**src/rtl/ttt_game_ctrl.sv**
```systemverilog
// ttt_game_ctrl: tic-tac-toe game controller driven by one-cycle keypad events.
// Define TTT_TIMEOUT_EN to add a turn timer that forfeits idle turns.
module ttt_game_ctrl #(
    parameter logic [31:0] TIMEOUT_CYCLES = 32'd50_000_000
) (
    input  logic        clk,
    input  logic        rst,
    input  logic        key_valid,
    input  logic [3:0]  key_code,
    output logic [17:0] board,
    output logic        is_main,
    output logic        turn_o,
    output logic        game_over,
    output logic [1:0]  winner,
    output logic [3:0]  move_cnt,
    output logic        move_err,
    output logic        timeout
);

    typedef enum logic [2:0] {
        MAIN,
        WAIT,
        CHECK,
        PLACE,
        EVAL,
        DONE
    } state_t;

    state_t      r_state;
    state_t      w_state_nxt;
    logic [17:0] r_board;
    logic [17:0] w_board_nxt;
    logic [3:0]  r_cell;
    logic [3:0]  w_cell_nxt;
    logic [3:0]  r_cnt;
    logic [3:0]  w_cnt_nxt;
    logic        r_turn;
    logic        w_turn_nxt;
    logic [1:0]  r_winner;
    logic [1:0]  w_winner_nxt;
    logic        r_move_err;
    logic        w_move_err_nxt;
    logic        w_expire;

    logic w_key_cell;
    logic w_key_start;
    logic w_key_abort;
    logic w_key_bad;

    assign w_key_cell  = key_valid && key_code >= 4'd1
                         && key_code <= 4'd9;
    assign w_key_start = key_valid && key_code == 4'd10;
    assign w_key_abort = key_valid && key_code == 4'd11;
    assign w_key_bad   = key_valid && (key_code == 4'd0
                         || key_code >= 4'd12);

    logic [1:0] w_mark;
    assign w_mark = r_turn ? 2'b10 : 2'b01;

    function automatic logic line3(
        input logic [17:0] b,
        input int          a,
        input int          c,
        input int          d,
        input logic [1:0]  m
    );
        return b[2*a +: 2] == m && b[2*c +: 2] == m
               && b[2*d +: 2] == m;
    endfunction

    // The board is already updated when EVAL runs, so test the mover's mark.
    logic w_win;
    assign w_win = line3(r_board, 0, 1, 2, w_mark)
                || line3(r_board, 3, 4, 5, w_mark)
                || line3(r_board, 6, 7, 8, w_mark)
                || line3(r_board, 0, 3, 6, w_mark)
                || line3(r_board, 1, 4, 7, w_mark)
                || line3(r_board, 2, 5, 8, w_mark)
                || line3(r_board, 0, 4, 8, w_mark)
                || line3(r_board, 2, 4, 6, w_mark);

    // Read back the contents of the latched cell for the occupancy check.
    logic [1:0] w_cell_val;
    always_comb begin
        w_cell_val = 2'b00;
        for (int i = 0; i < 9; i++)
            if (r_cell == 4'(i))
                w_cell_val = r_board[2*i +: 2];
    end

    // Next-state and datapath update; abort pre-empts every other transition.
    always_comb begin
        w_state_nxt    = r_state;
        w_board_nxt    = r_board;
        w_cell_nxt     = r_cell;
        w_cnt_nxt      = r_cnt;
        w_turn_nxt     = r_turn;
        w_winner_nxt   = r_winner;
        w_move_err_nxt = 1'b0;
        if (w_key_abort && r_state != MAIN) begin
            w_state_nxt  = MAIN;
            w_board_nxt  = '0;
            w_cnt_nxt    = '0;
            w_turn_nxt   = 1'b0;
            w_winner_nxt = 2'b00;
        end else begin
            unique case (r_state)
                MAIN: begin
                    if (w_key_start) begin
                        w_state_nxt  = WAIT;
                        w_board_nxt  = '0;
                        w_cnt_nxt    = '0;
                        w_turn_nxt   = 1'b0;
                        w_winner_nxt = 2'b00;
                    end
                end
                WAIT: begin
                    if (w_key_cell) begin
                        w_state_nxt = CHECK;
                        w_cell_nxt  = key_code - 4'd1;
                    end else if (w_key_bad) begin
                        w_move_err_nxt = 1'b1;
                    end else if (w_expire) begin
                        w_turn_nxt = ~r_turn;
                    end
                end
                CHECK: begin
                    if (w_cell_val != 2'b00) begin
                        w_move_err_nxt = 1'b1;
                        w_state_nxt    = WAIT;
                    end else begin
                        w_state_nxt = PLACE;
                    end
                end
                PLACE: begin
                    for (int i = 0; i < 9; i++)
                        if (r_cell == 4'(i))
                            w_board_nxt[2*i +: 2] = w_mark;
                    w_cnt_nxt   = r_cnt + 4'd1;
                    w_state_nxt = EVAL;
                end
                EVAL: begin
                    if (w_win) begin
                        w_state_nxt  = DONE;
                        w_winner_nxt = w_mark;
                    end else if (r_cnt == 4'd9) begin
                        w_state_nxt  = DONE;
                        w_winner_nxt = 2'b00;
                    end else begin
                        w_turn_nxt  = ~r_turn;
                        w_state_nxt = WAIT;
                    end
                end
                DONE: begin
                    if (w_key_start)
                        w_state_nxt = MAIN;
                end
                default: w_state_nxt = MAIN;
            endcase
        end
    end

    // State and datapath registers; reset discards any move in flight.
    always_ff @(posedge clk or posedge rst) begin
        if (rst) begin
            r_state    <= MAIN;
            r_board    <= '0;
            r_cell     <= '0;
            r_cnt      <= '0;
            r_turn     <= 1'b0;
            r_winner   <= 2'b00;
            r_move_err <= 1'b0;
        end else begin
            r_state    <= w_state_nxt;
            r_board    <= w_board_nxt;
            r_cell     <= w_cell_nxt;
            r_cnt      <= w_cnt_nxt;
            r_turn     <= w_turn_nxt;
            r_winner   <= w_winner_nxt;
            r_move_err <= w_move_err_nxt;
        end
    end

`ifdef TTT_TIMEOUT_EN
    logic [31:0] r_tmo_cnt;
    logic        r_timeout;
    logic        w_tmo_hit;

    assign w_tmo_hit = r_tmo_cnt == TIMEOUT_CYCLES - 32'd1;
    assign w_expire  = r_state == WAIT && w_tmo_hit && !key_valid;

    // Turn timer: counts WAIT cycles, wraps at expiry, held clear elsewhere.
    always_ff @(posedge clk or posedge rst) begin
        if (rst) begin
            r_tmo_cnt <= '0;
            r_timeout <= 1'b0;
        end else begin
            r_timeout <= w_expire;
            if (r_state != WAIT || w_tmo_hit)
                r_tmo_cnt <= '0;
            else
                r_tmo_cnt <= r_tmo_cnt + 32'd1;
        end
    end

    assign timeout = r_timeout;
`else
    logic w_unused_tmo;
    assign w_unused_tmo = ^TIMEOUT_CYCLES;
    assign w_expire     = 1'b0;
    assign timeout      = 1'b0;
`endif

    assign board     = r_board;
    assign is_main   = r_state == MAIN;
    assign turn_o    = r_turn;
    assign game_over = r_state == DONE;
    assign winner    = r_winner;
    assign move_cnt  = r_cnt;
    assign move_err  = r_move_err;

endmodule

```
**config.mk**
```make
export PLATFORM = sky130hd
export DESIGN_NAME = ttt_game_ctrl
export DESIGN_NICKNAME = d
export VERILOG_FILES = /design/src/rtl/ttt_game_ctrl.sv
export SDC_FILE = /design/constraint.sdc
export NUM_CORES = 1
export LEC_CHECK = 0
export CORE_MARGIN = 8
export CORE_UTILIZATION = 42
export CTS_BUF_LIST = sky130_fd_sc_hd__clkbuf_2
export CTS_CLUSTER_DIAMETER = 100
export DETAILED_ROUTE_END_ITERATION = 7
export GPL_TIMING_DRIVEN = 1
export PLACE_DENSITY = 0.71
export SETUP_SLACK_MARGIN = 0.1
export SLEW_MARGIN = 20
export SYNTH_ARGS = -nofsm -noshare
export SYNTH_HDL_FRONTEND = slang
export SYNTH_SLANG_ARGS = --single-unit
```
**constraint.sdc**
```tcl
create_clock -name clk -period 3.8 [get_ports clk]
set_input_delay 0.38 -clock clk [delete_from_list [all_inputs] [get_ports clk]]
set_output_delay 0.38 -clock clk [all_outputs]
set_load 0.005 [all_outputs]
```
==> results of run 1 <==
## final timing paths
| path | from | endpoint | slack (ps) | depth (start not counted) |
|---|---|---|---|---|
| min in group clk | winner[1]$_DFFE_PP0P_ | winner[1]$_DFFE_PP0P_ | 520 | 1 |
| max in group asynchronous | rst | board[10]$_DFFE_PP0P_ | 2600 | 3 |
| worst max register to register | turn_o$_DFFE_PP0P_ | winner[0]$_DFFE_PP0P_ | 1490 | 6 |
| worst min register to register | winner[1]$_DFFE_PP0P_ | winner[1]$_DFFE_PP0P_ | 520 | 1 |
| worst min-delay path | rst | r_state[1]$_DFFE_PP0P_ | 500 | 2 |
| worst max-delay path | key_code[0] | board[14]$_DFFE_PP0P_ | 1200 | 6 |
## flip-flops by register name, summed over array words and instances (netlist names)
name	flops
r_cell	4
winner	2
move_err	1
move_cnt	4
turn_o	1
board	18
r_state	3
## layout make-up
class                      instances  area, um^2
clock buffer                       8        40.0
fill                             505        2500
inverter                           7        26.3
multi-input combinational        189        1250
sequential                        33         826
tap                               70        87.6
timing repair buffer              35         348
## power breakdown
| part | switching, mW | internal (mW) |
|---|---|---|
| Sequential | 0.168 | 0.407 |
| Combinational | 0.291 | 0.262 |
| Clock | 0.113 | 0.0544 |
| Total | 0.573 | 0.724 |
## cells in the final DEF (no fill, tap or decap), types with 6 or more instances in the layout
master / netlist / final
a22o_1: 11 / 11
clkbuf_2: 0 / 8
clkdlybuf4s50_1: 0 / 34
dfrtp_1: 33 / 33
ha_1: 6 / 6
inv_1: 7 / 7
nand2_1: 19 / 19
nand2b_1: 13 / 13
nor2_1: 30 / 30
nor3_1: 6 / 6
o21ai_0: 22 / 22
o22ai_1: 9 / 9
## cell families after synthesis
kind of cell | count (synthesis) | synth area share, %
other cells | 1 | 0.172
compound gates | 73 | 24.3
xor+xnor | 2 | 0.804
buf+inv | 21 | 4.82
mux | 4 | 2.41
fa+ha+maj | 6 | 3.44
simple gates | 103 | 26.2
flops | 33 | 37.9
## routing by layer
metal / global-route usage, % / vias to the layer above / part of all wire, %
met5: 0 / - / 0
met2: 24.1 / 51 / 50
li1: - / 944 / -
met3: 3.47 / 11 / 5.8
met4: 5.53 / 0 / 1.7
met1: 17.1 / 942 / 43
## stage by stage
step,util (%),worst slack (ps)
3_5_place_dp,50.0,876
2_1_floorplan,-,1960
5_1_grt,50.8,1090
4_1_cts,50.8,1250
3_3_place_gp,50.0,991
6_report,50.8,1200
==> reports/metrics.cfg, run 1 <==
[global_routing]
grt.total_usage_pct=14.3
grt_first_pass_wirelength_mm=8.83
antenna_found_initial=0
grt_start_max_net_pins=26
overflow=0
grt_pass1_vias=1839

[detailed_routing]
wl_per_cell_um=15.5
drt_first_pass_iters=4
drc=0
drt_iter0_markers=119
vias=1948
ant_nets=0
via_per_inst=5.70
routed_wl_mm=5.31

[die]
fp.dieH_um=88.0
core_area_mm2=0.00507
die_x_um=88.0
die_area_mm2=0.00775
ioPinCount=36
rows=26
start_util_pct=42.9

[worst_setup_path]
cp-end-kind=flip-flop
critical_path_arrival_ps=2900
cp_slowest_stage_delay_ps=640
start_kind=input port
path_cells=clkdlybuf4s50_1, ha_1, nand4b_1, nand4b_1, nor3_1, a32o_1
cp_max_fo=17
worst_path_max_delay_cell=nor3_1
path_class=input port to flip-flop
critPathTopFamily=simple AND/OR/NAND/NOR gates
worstPathRequired_ps=4100
cp_num_buf_inv=1
cp_common_cell=nand4b_1

[synthesis]
synth_area_leaders=dfrtp_1, nor2_1, o21ai_0
syn_avg_cell_area_um2=8.97
yosys.area.top_type_share_pct=37.9
synth_ff_type=dfrtp_1
syn_nets=256
synth_cell_types=54
synth_commonest_cells=dfrtp_1, nor2_1, o21ai_0
synth_cells=243
synth_enable_flop_cells=0
synth_most_common_cell=dfrtp_1
synth-seq-area-share_pct=37.9
async_flop_share_pct=100
synth_area_mm2=0.00218
synth_top_area_cell=dfrtp_1
ys_warn_count=0
synth_seq_cells=33

[sta]
holdWs_ps=501
post-route-period-util_pct=68.5
worstMarginPinSlew_ps=931
slew_headroom_pct=37.8
period_needed_ps=2600
fin_tns_setup_ps=0
maxSlewViolCount=0
hold_viol_final=0
fmax_ghz=0.384
grt_setup_unrepaired=false
setup_viol=0
skew_ps=13.4

[clocking]
cts_tree=built
cts_hold_buf=0
cts_resized=0
post_cts_buffers=0
clockBufferDepth=2
htree_num_levels=2
cts_inserted_buffers=5
cts-root-buf=clkbuf_2
path_clk_slew_ps=160
cts.sinks=33
clkLatencyLatePin_ps=360

[place]
portBuffers=34
post-dp-hpwl_mm=4.05
postPlaceCellArea_mm2=0.00254
gp_congestion=0.823
placed_cells=334

[finish]
diodes=0
stdcell_area_mm2=0.00258
final_nets=284
layout.cells.non_filler=342
drive_gt1_share_pct=7.35
synthToLayoutAreaGrowth_pct=18.2

[run]
max_cap_violations=0

[power_and_ir_drop]
leakagePower_nw=1.05
power.density_mw_per_mm2=503
ir_drop_uv=302
finalPower_mw=1.30

[min_path]
min_path_type=input port to async pin

[outcome]
status=completed

(Power assumes the default switching activity.)
==> run 2: changes to the inputs <==
--- a/config.mk
+++ b/config.mk
@@ -11,7 +11,7 @@
 export CTS_CLUSTER_DIAMETER = 100
 export DETAILED_ROUTE_END_ITERATION = 7
 export GPL_TIMING_DRIVEN = 1
-export PLACE_DENSITY = 0.71
+export PLACE_DENSITY = 0.74
 export SETUP_SLACK_MARGIN = 0.1
 export SLEW_MARGIN = 20
 export SYNTH_ARGS = -nofsm -noshare
==> constraint.sdc (replaced) <==
create_clock -name clk -period 2.2 [get_ports clk]
set_input_delay 0.22 -clock clk [delete_from_list [all_inputs] [get_ports clk]]
set_output_delay 0.22 -clock clk [all_outputs]
set_load 0.005 [all_outputs]
==> run 2 against run 1 <==
Register-to-register slack worse by 1300 ps; setup slack worse by 1000 ps; hold slack got worse by 290 ps; clock power increased by 73%; flip-flop and latch count stayed put; global-route usage grew 0.88 points; count of clock-buffer cells in the layout fell by 2; routed wire length is 3.2% higher; critical path type is now flip-flop to flip-flop.
==> reports/metrics.cfg, run 2 (synthesis results as in run 1) <==
[clocking]
clockBufferDepth=2
cts_tree=built
post_cts_buffers=0
cts-root-buf=clkbuf_2
cts_hold_buf=0
clkLatencyLatePin_ps=370
cts.sinks=33
path_clk_slew_ps=180
htree_num_levels=2
cts_inserted_buffers=5

[global_routing]
grt_start_max_net_pins=34
antenna_found_initial=0
grt.total_usage_pct=15.2
grt_pass1_vias=1943
grt_first_pass_wirelength_mm=9.36
overflow=0

[detailed_routing]
via_per_inst=5.73
drt_first_pass_iters=5
ant_nets=0
vias=2057
drt_iter0_markers=222
wl_per_cell_um=15.3
routed_wl_mm=5.48
drc=0

[sta]
fin_tns_setup_ps=0
hold_viol_final=0
skew_ps=14.6
grt_setup_unrepaired=false
setup_viol=0
post-route-period-util_pct=92.5
holdWs_ps=207
fmax_ghz=0.492
period_needed_ps=2030
maxSlewViolCount=0

[power_and_ir_drop]
leakagePower_nw=1.13
ir_drop_uv=527
power.density_mw_per_mm2=876
finalPower_mw=2.37

[worst_setup_path]
start_kind=flip-flop
worstPathRequired_ps=2490
critical_path_arrival_ps=2320
cp-end-kind=flip-flop
path_class=flip-flop to flip-flop
cp_max_fo=9

[die]
start_util_pct=42.9
ioPinCount=36
fp.dieH_um=88.0
core_area_mm2=0.00507
die_area_mm2=0.00775
rows=26
die_x_um=88.0

[finish]
layout.cells.non_filler=359
layout_commonest_cell=clkdlybuf4s50_1
diodes=0
drive_gt1_share_pct=13.5
synthToLayoutAreaGrowth_pct=24.2
stdcell_area_mm2=0.00271
final_nets=301
largest_reg_flops=18
final_cell_mix=clkdlybuf4s50_1, dfrtp_1, nor2_1

[place]
post-dp-hpwl_mm=4.17
postPlaceCellArea_mm2=0.00266
placed_cells=351
gp_congestion=0.890
portBuffers=34

[run]
max_cap_violations=0

[min_path]
min_path_type=input port to async pin

[outcome]
status=completed

## run 2: final timing paths
| check | startpoint | to | slack [ps] | cells past startpoint |
|---|---|---|---|---|
| worst max-delay path | turn_o$_DFFE_PP0P_ | winner[0]$_DFFE_PP0P_ | 170 | 6 |
| worst min-delay path | rst | r_cell[3]$_DFFE_PP0P_ | 210 | 3 |
| worst max register to register | turn_o$_DFFE_PP0P_ | winner[0]$_DFFE_PP0P_ | 170 | 6 |
| worst min register to register | winner[1]$_DFFE_PP0P_ | winner[1]$_DFFE_PP0P_ | 530 | 1 |
| max in group asynchronous | rst | r_state[0]$_DFFE_PP0P_ | 1680 | 3 |
| min in group clk | winner[1]$_DFFE_PP0P_ | winner[1]$_DFFE_PP0P_ | 530 | 1 |
## run 2: cell type report
class | count | area, um^2
repair buffers | 52 | 475
inverters | 7 | 26.3
flip-flops and latches | 33 | 827
fillers | 468 | 2370
clock buffers | 6 | 30.0
well taps | 70 | 87.6
clock inverters | 2 | 10.0
multi-input cells | 189 | 1250
## run 2: critical path, cell delays in order (launching register included)
cell      delay, ps
dfrtp_1         530
or3b_1          460
o22ai_1         200
nor3_2           80
o221ai_2        300
o41ai_2         140
a22o_1          240
## run 2: per-stage QoR
stage / setup slack [ps] / utilization (%)
floorplan: 460 / -
CTS: 130 / 53.3
global placement: -104 / 52.5
finish: 165 / 53.4
detailed placement: -126 / 52.5
global route: 103 / 53.4
## run 2: power by group
part | switching [mW] | internal (mW) | total, mW
registers | 0.215 | 0.708 | 0.923
logic | 0.602 | 0.556 | 1.16
clock network | 0.212 | 0.0800 | 0.291
## run 2: routing by layer
metal | vias up | track usage [%] | wire, um
li1 | 980 | - | -
met1 | 978 | 19.6 | 2460
met3 | 16 | 3.47 | 348
met2 | 83 | 24.1 | 2570
met4 | 0 | 5.68 | 104
met5 | - | 0 | 0
## run 2: what timing repair did
action | in CTS | in global routing
endpoints found under the setup margin | 1 | 1
resized for setup | 1 | 1
endpoints found under the hold margin | 0 | 0
